[config.mk]
export PLATFORM = sky130hd
export DESIGN_NAME = stream_to_tiled_array_flat
export DESIGN_NICKNAME = d
export VERILOG_FILES = /design/src/rtl/stream_to_tiled_array_if.sv /design/src/rtl/stream_to_tiled_array.sv /design/src/flat_wrapper.sv
export SDC_FILE = /design/constraint.sdc
export NUM_CORES = 1
export LEC_CHECK = 0
export CAP_MARGIN = 20
export CORE_MARGIN = 4
export CORE_UTILIZATION = 47
export DETAILED_ROUTE_END_ITERATION = 12
export HOLD_SLACK_MARGIN = 0.05
export PLACE_DENSITY_LB_ADDON = 0.12
export SLEW_MARGIN = 20
export SYNTH_ARGS = -nofsm -noshare
export SYNTH_HDL_FRONTEND = slang
export SYNTH_SLANG_ARGS = --single-unit
[constraint.sdc]
create_clock -name clk -period 10.1 [get_ports clk]
set_input_delay 1.01 -clock clk [delete_from_list [all_inputs] [get_ports clk]]
set_output_delay 1.01 -clock clk [all_outputs]
set_load 0.01 [all_outputs]
[src/rtl/stream_to_tiled_array_if.sv]
// Stream-in / array-out bundle for stream_to_tiled_array.
// The slave modport is the converter's view; the master modport is the producer/consumer side.
interface stream_to_tiled_array_if #(
  parameter int BIT_WIDTH  = 4,
  parameter int ROWS       = 8,
  parameter int COLS       = 8,
  parameter int BEAT_ELEMS = 4
);
  logic [BEAT_ELEMS*BIT_WIDTH-1:0] in_data;
  logic                            in_valid;
  logic                            in_last;
  logic                            in_ready;
  logic [ROWS*COLS*BIT_WIDTH-1:0]  out_array;
  logic                            out_valid;
  logic                            out_ready;
  logic                            frame_err;

  modport master (
    output in_data, in_valid, in_last, out_ready,
    input  in_ready, out_array, out_valid, frame_err
  );

  modport slave (
    input  in_data, in_valid, in_last, out_ready,
    output in_ready, out_array, out_valid, frame_err
  );
endinterface

[src/rtl/stream_to_tiled_array.sv]
// Gathers a ROWS x COLS frame from a beat stream into a tiled, column-major register array.
// Define DOUBLE_BUFFER_EN for two banks so the next frame can fill while one is held.
module stream_to_tiled_array #(
  parameter int BIT_WIDTH  = 4,
  parameter int ROWS       = 8,
  parameter int COLS       = 8,
  parameter int SUB_ROWS   = 4,
  parameter int BEAT_ELEMS = 4
) (
  input logic                    clk,
  input logic                    rst,
  stream_to_tiled_array_if.slave bus
);
  localparam int ELEMS = ROWS * COLS;
  localparam int BEATS = ELEMS / BEAT_ELEMS;
  localparam int CW    = $clog2(BEATS + 1);
`ifdef DOUBLE_BUFFER_EN
  localparam int NB = 2;
`else
  localparam int NB = 1;
`endif

  logic [CW-1:0] r_cnt;
  logic          r_err;
  logic          w_in_ready;
  logic          w_out_valid;
  logic          w_acc;
  logic          w_final;
  logic [NB-1:0] w_bank_sel;

  assign w_acc   = bus.in_valid & w_in_ready;
  assign w_final = w_acc && (r_cnt == CW'(BEATS - 1));

  assign bus.in_ready  = w_in_ready;
  assign bus.out_valid = w_out_valid;
  assign bus.frame_err = r_err;

  // Framing comes from the beat counter only; in_last is merely cross-checked.
  always_ff @(posedge clk or posedge rst) begin
    if (rst) begin
      r_cnt <= '0;
      r_err <= 1'b0;
    end else begin
      r_err <= w_acc && (bus.in_last != (r_cnt == CW'(BEATS - 1)));
      if (w_acc)
        r_cnt <= w_final ? '0 : r_cnt + CW'(1);
    end
  end

`ifdef DOUBLE_BUFFER_EN
  logic       r_wr_ptr;
  logic       r_rd_ptr;
  logic [1:0] r_occ;
  logic       w_take;

  assign w_take      = (r_occ != 2'd0) & bus.out_ready;
  assign w_in_ready  = (r_occ < 2'd2);
  assign w_out_valid = (r_occ != 2'd0);
  assign w_bank_sel  = r_wr_ptr ? 2'b10 : 2'b01;

  always_ff @(posedge clk or posedge rst) begin
    if (rst) begin
      r_wr_ptr <= 1'b0;
      r_rd_ptr <= 1'b0;
      r_occ    <= 2'd0;
    end else begin
      r_wr_ptr <= r_wr_ptr ^ w_final;
      r_rd_ptr <= r_rd_ptr ^ w_take;
      r_occ    <= r_occ + {1'b0, w_final} - {1'b0, w_take};
    end
  end
`else
  typedef enum logic {S_FILL, S_HOLD} state_t;
  state_t r_state;
  logic   r_in_ready;
  logic   r_out_valid;

  assign w_in_ready  = r_in_ready;
  assign w_out_valid = r_out_valid;
  assign w_bank_sel  = 1'b1;

  always_ff @(posedge clk or posedge rst) begin
    if (rst) begin
      r_state     <= S_FILL;
      r_in_ready  <= 1'b1;
      r_out_valid <= 1'b0;
    end else begin
      case (r_state)
        S_FILL: if (w_final) begin
          r_state     <= S_HOLD;
          r_in_ready  <= 1'b0;
          r_out_valid <= 1'b1;
        end
        S_HOLD: if (bus.out_ready) begin
          r_state     <= S_FILL;
          r_in_ready  <= 1'b1;
          r_out_valid <= 1'b0;
        end
      endcase
    end
  end
`endif

  // Each array cell knows at elaboration which beat and lane feeds it (inverse of the tile map).
  for (genvar gi = 0; gi < ELEMS; gi++) begin : g_elem
    localparam int R = gi / COLS;
    localparam int C = gi % COLS;
    localparam int K = (R < SUB_ROWS) ? (C * SUB_ROWS + R)
                                      : (SUB_ROWS * COLS + C * (ROWS - SUB_ROWS) + R - SUB_ROWS);
    localparam int N = K / BEAT_ELEMS;
    localparam int E = K % BEAT_ELEMS;

    logic [BIT_WIDTH-1:0] r_bank [NB];

    always_ff @(posedge clk or posedge rst) begin
      if (rst) begin
        for (int b = 0; b < NB; b++)
          r_bank[b] <= '0;
      end else begin
        for (int b = 0; b < NB; b++)
          if (w_acc && w_bank_sel[b] && (r_cnt == CW'(N)))
            r_bank[b] <= bus.in_data[E*BIT_WIDTH +: BIT_WIDTH];
      end
    end

`ifdef DOUBLE_BUFFER_EN
    assign bus.out_array[gi*BIT_WIDTH +: BIT_WIDTH] = r_bank[r_rd_ptr];
`else
    assign bus.out_array[gi*BIT_WIDTH +: BIT_WIDTH] = r_bank[0];
`endif
  end
endmodule
[src/flat_wrapper.sv]
// flat-port wrapper written by rule: the top's interface ports become plain ports
module stream_to_tiled_array_flat 
#(
  parameter int BIT_WIDTH  = 4,
  parameter int ROWS       = 8,
  parameter int COLS       = 8,
  parameter int SUB_ROWS   = 4,
  parameter int BEAT_ELEMS = 4
)
  (clk, rst, bus_in_data, bus_in_valid, bus_in_last, bus_out_ready, bus_in_ready, bus_out_array, bus_out_valid, bus_frame_err);
  stream_to_tiled_array_if #(.BIT_WIDTH(BIT_WIDTH), .ROWS(ROWS), .COLS(COLS), .BEAT_ELEMS(BEAT_ELEMS)) bus_i ();
  input logic clk;
  input logic rst;
  input wire logic [$bits(bus_i.in_data)-1:0] bus_in_data;
  input wire logic [$bits(bus_i.in_valid)-1:0] bus_in_valid;
  input wire logic [$bits(bus_i.in_last)-1:0] bus_in_last;
  input wire logic [$bits(bus_i.out_ready)-1:0] bus_out_ready;
  output wire logic [$bits(bus_i.in_ready)-1:0] bus_in_ready;
  output wire logic [$bits(bus_i.out_array)-1:0] bus_out_array;
  output wire logic [$bits(bus_i.out_valid)-1:0] bus_out_valid;
  output wire logic [$bits(bus_i.frame_err)-1:0] bus_frame_err;
  assign bus_i.in_data = bus_in_data;
  assign bus_i.in_valid = bus_in_valid;
  assign bus_i.in_last = bus_in_last;
  assign bus_i.out_ready = bus_out_ready;
  assign bus_in_ready = bus_i.in_ready;
  assign bus_out_array = bus_i.out_array;
  assign bus_out_valid = bus_i.out_valid;
  assign bus_frame_err = bus_i.frame_err;
  stream_to_tiled_array #(.BIT_WIDTH(BIT_WIDTH), .ROWS(ROWS), .COLS(COLS), .SUB_ROWS(SUB_ROWS), .BEAT_ELEMS(BEAT_ELEMS)) u_core (.clk(clk), .rst(rst), .bus(bus_i));
endmodule
* Word-level counts from Yosys, hierarchy flattened
Cells that the tools add are included.
** Cells by class
- Eq/ne operators :: 18
- Reduce and logical (&&, ||, !) cells :: 19
- Add/subtract/negate cells :: 1
- Multiplexer cells :: 10
- Bitwise gates (word level) :: 2
** Operators with widths (number)
- equality test 5 x 4 -> 1 bit, second input constant :: 8
- equality test 5 x 3 -> 1 bit, second input constant :: 4
- logical AND 1 bit :: 17
- equality test 5 x 2 -> 1 bit, second input constant :: 2
- two-way mux 1 bit :: 6
- one-hot mux 1 bit (2 select lines) :: 3
- adder 5 x 1 -> 5 bit, second input constant :: 1
- equality test 5 x 1 -> 1 bit, second input constant :: 1
- zero test 5 bit :: 1
- two-way mux 5 bit :: 1
- != test 2 x 1 -> 1 bit, second input constant :: 1
- != test 2 bit, second input constant :: 1
- AND reduction 2 bit :: 1
- AND 1 bit :: 1
- != test 1 bit :: 1
- inverter 1 bit :: 1
** Word-level totals
- Output and inout port bits :: 259
- Word-level logic and storage cells :: 119
- Bits of input ports :: 21
- Register bits after elaboration :: 265

* Depth between registers and ports, before layout
- Depth after elaboration :: 4
- Mapped depth :: 7

* Worst setup path after synthesis
No wires, ideal clock.
- Path kind :: input to register
- Start :: in bus_in_valid
- End :: reg u_core.g_elem[11].r_bank[0] in the netlist's numbering
- Required time :: 9.975 ns
- Library setup time :: 0.125 ns
- Stages :: 6
- Data arrival time :: 2.247 ns
- Path slack :: 7.728 ns
- Cell sequence :: buf_4 -> nand4b_4 -> or3_1 -> buf_6 -> buf_6 -> mux2_4
** On the way
- Longest elaborated chain between the ends :: 2
** Ends and longest elaborated chain
- from (decl) :: line flat_wrapper.sv:15 : input wire logic [$bits(bus_i.in_valid)-1:0] bus_in_valid;
- AND 1 bit :: line stream_to_tiled_array.sv:31 : assign w_acc = bus.in_valid & w_in_ready;
- logical AND 1 bit :: line stream_to_tiled_array.sv:121 : if (w_acc && w_bank_sel[b] && (r_cnt == CW'(N)))
- to (signal, indexed assignment) :: line stream_to_tiled_array.sv:122 : r_bank[b] <= bus.in_data[E*BIT_WIDTH +: BIT_WIDTH];
- to (decl) :: line stream_to_tiled_array.sv:113 : logic [BIT_WIDTH-1:0] r_bank [NB];
No other way between the ends.
A chain may end at the register's enable or synchronous reset.

* Worst setup path after layout
- Start :: in bus_in_valid
- End :: reg u_core.g_elem[55].r_bank[1] in the netlist's numbering
** On the way
- Longest elaborated chain between the ends :: 2
** Ends and longest elaborated chain (line)
- AND 1 bit :: stream_to_tiled_array.sv:31
- logical AND 1 bit :: stream_to_tiled_array.sv:121
- to (signal, indexed assignment) :: stream_to_tiled_array.sv:122
- to (decl) :: stream_to_tiled_array.sv:113
No other way between the ends.

==> results.py <==
metrics = {
    "floorplanning": {
        "fp.coreArea_um2": 21400,
        "start_util_pct": 48.4,
        "fp.dieArea_um2": 24400,
        "io_pins": 280,
        "die_x_um": 156,
        "rows": 53,
        "die_h_um": 156,
    },
    "layout": {
        "drive_gt1_share_pct": 35.1,
        "n_fill_cell": 1550,
        "register_area_um2": 6630,
        "multi_input_area_um2": 3450,
        "area_growth_pct": 38.0,
        "nNetsFinal": 911,
        "fin_area_um2": 14300,
        "fin_cells": 1182,
        "layout_commonest_cell": "clkdlybuf4s50_1",
        "diodes": 0,
        "mostFrequentLayoutCells": "clkdlybuf4s50_1 (279), dfrtp_1 (264), mux2_2 (213), mux2_4 (40), clkbuf_16 (29)",
        "final_util_pct": 66.8,
    },
    "placement": {
        "place_area_um2": 13200,
        "detailed_place_hpwl_um": 19100,
        "portBuffers": 279,
        "post-place-ws_ns": 6.60,
        "place_inst": 1131,
        "gp_congestion": 0.809,
    },
    "critical_path": {
        "crit_type": "in -> reg",
        "max_stage_delay_ns": 0.88,
        "path_cells": "clkdlybuf4s50_1, nand4b_4, nor2_2, mux2_2",
        "worst-path-max-fanout": 18,
        "r2r_setup_slack_ns": 7.74,
        "r2r_end": "u_core.g_elem[55].r_bank[1]",
        "r2r_start": "u_core.bus.in_ready",
        "crit_arrival_ns": 3.32,
        "cp.required_ns": 10.50,
        "rr_worst_depth": 3,
        "crit_path_top_delay_cell": "nor2_2",
        "cp-start-kind": "input pin",
        "cp-end-kind": "flip-flop",
    },
    "outcome": {
        "outcome": "completed",
    },
    "clocking": {
        "cts_tree": "yes",
        "cts_root_buf": "clkbuf_16",
        "cts_hold_buf": 0,
        "clkSlewWorstSetupHoldPaths_ns": 0.06,
        "cts_setup_buffers": 0,
        "cts_htree_levels": 1,
        "clk-insertion-delay-late_ns": 0.53,
        "cts.sinks": 265,
        "cts_buffers": 28,
        "cts_buffer_depth": 3,
        "ctsResizeCount": 0,
    },
    "drt": {
        "dr.pass1.iters": 4,
        "vias_per_cell": 5.24,
        "wire_per_inst_um": 23.0,
        "vias": 6198,
        "route.detailed.drc": 0,
        "drt_iter0_drc": 296,
        "antenna_left": 0,
        "wirelength_um": 27200,
    },
    "sta": {
        "clock_skew_ns": 0.0159,
        "timing.fmax_mhz": 342,
        "fin_crit_sh_pct": 29.0,
        "rsz0062_at_grt": "no",
        "setup_viol": 0,
        "finalHoldViolCount": 0,
        "fin_tns_setup_ns": 0,
        "relSlewSlack_pct": 25.9,
        "tightest_slew_ns": 1.11,
        "finalMaxSlewViolations": 0,
        "min_period_ns": 2.93,
        "layout_setup_ws_ns": 7.17,
    },
    "min_path": {
        "hold_path_end": "u_core.g_elem[4].r_bank[1]",
        "whs_path_depth": 1,
        "min_from": "u_core.g_elem[4].r_bank[1]",
        "hp-class": "reg -> reg",
    },
    "global_route": {
        "grt_overflow": 0,
        "grt_usage_pct": 22.1,
        "grt_pass1_vias": 6591,
        "grt_max_degree": 123,
        "grt_pass1_wl_um": 41600,
        "antenna_found_initial": 0,
    },
    "synth": {
        "ys_seq_elements": 265,
        "synthTopCellsByArea": "dfrtp_1 (64%), mux2_2 (23%), mux2_4 (5.8%)",
        "ys_seq_area_share_pct": 64.2,
        "synthCells": 617,
        "yosys.area.top_type": "dfrtp_1",
        "synth.top_cell.area_share_pct": 63.9,
        "ys_warn_count": 0,
        "avgSynthCellArea_um2": 16.7,
        "synth.net_count": 642,
        "netlist_area_um2": 10300,
        "synth_cell_types": 26,
    },
    "power": {
        "leakage_nw": 6.88,
        "ir_worst_vdd_mv": 0.122,
        "powerDensity_nw_per_um2": 154,
    },
    "run": {
        "maxCapViolCount": 0,
    },
}
layout make-up:
type	instances	area share [%]
Multi-Input combinational cell	306	24.2
Timing Repair Buffer	281	19.7
Tap cell	275	2.41
Inverter	4	0.158
Clock inverter	7	0.948
Clock buffer	44	6.05
Sequential cell	265	46.5
where the power goes:
part / total [mW] / switching [mW] / internal, mW
clock: 1.09 / 0.404 / 0.684
sequential: 1.06 / 0 / 1.06
combinational: 0.0484 / 0.0396 / 0.00878
total: 2.20 / 0.443 / 1.75
worst max path at each step:
stage | from | cells past startpoint | end | slack, ns
after detailed placement | bus_in_valid | 4 | u_core.g_elem[39].r_bank[1] | 6.60
after global routing | bus_in_valid | 4 | u_core.g_elem[55].r_bank[2] | 7.05
after floorplan | rst | 1 | u_core.bus.frame_err | 1.79
after global placement | bus_in_valid | 4 | u_core.g_elem[47].r_bank[2] | 6.69
after CTS | bus_in_valid | 4 | u_core.g_elem[57].r_bank[1] | 7.17
final | bus_in_valid | 4 | u_core.g_elem[55].r_bank[1] | 7.17
registers in the layout, indices dropped and copies added (netlist names):
register,flops
u_core.bus.out_valid,1
u_core.r_cnt,5
u_core.r_state,1
u_core.bus.frame_err,1
u_core.g_elem.r_bank,256
u_core.bus.in_ready,1
routing by layer:
layer  up-vias  wire length (um)  GRT usage, %
li1       2709                 -             -
met1      3253             11100          28.9
met2       191             13800          38.1
met3        45              1580          4.37
met4         0               769          5.70
met5         -                 0             0
Yosys cell counts:
cell      number
buf_4          9
or3_1          5
a21oi_1        1
o21a_1         2
nor2_4         2
nand2b_1       3
mux2_1         4
o31ai_1        1
o21ai_0        5
ha_1           4
mux2_4        40
inv_1          4
nand2_1        4
xor2_1         1
nor2_2        10
mux2_2       213
buf_2         11
dfstp_2        1
nand3_1        4
xnor2_1        1
nand4b_1       1
nand4b_4       4
dfrtp_1      264
buf_6          5
nor2_1         1
clkbuf_1      17
cells by family (layout without fill, tap and decap cells):
kind of cell               after synthesis  after routing  share of synthesized area (%)
AOI/OAI and AO/OA                        9              9                          0.508
xor gates and xnor gates                 2              2                          0.170
adders and majority gates                4              4                          0.484
buffers and inverters                   46            336                           2.49
DFF                                    265            265                           64.2
muxes                                  257            257                           29.5
and+or+nand+nor                         34             34                           2.69
worst max-delay path, delay by kind of cell:
kind / cells / cell delay (ns)
AND/OR/NAND/NOR: 2 / 1.12
buffers and inverters: 1 / 0.77
multiplexers: 1 / 0.42
metrics by stage:
| stage | hold slack, ns | power (mW) |
|---|---|---|
| 3_5_place_dp | 0.482 | 1.13 |
| 6_report | 0.495 | 2.20 |
| 4_1_cts | 0.496 | 2.22 |
| 5_1_grt | 0.505 | 2.27 |
| 3_3_place_gp | 0.469 | 1.13 |
| 2_1_floorplan | 0.466 | 1.11 |
Power figures use the tool's default switching activity.
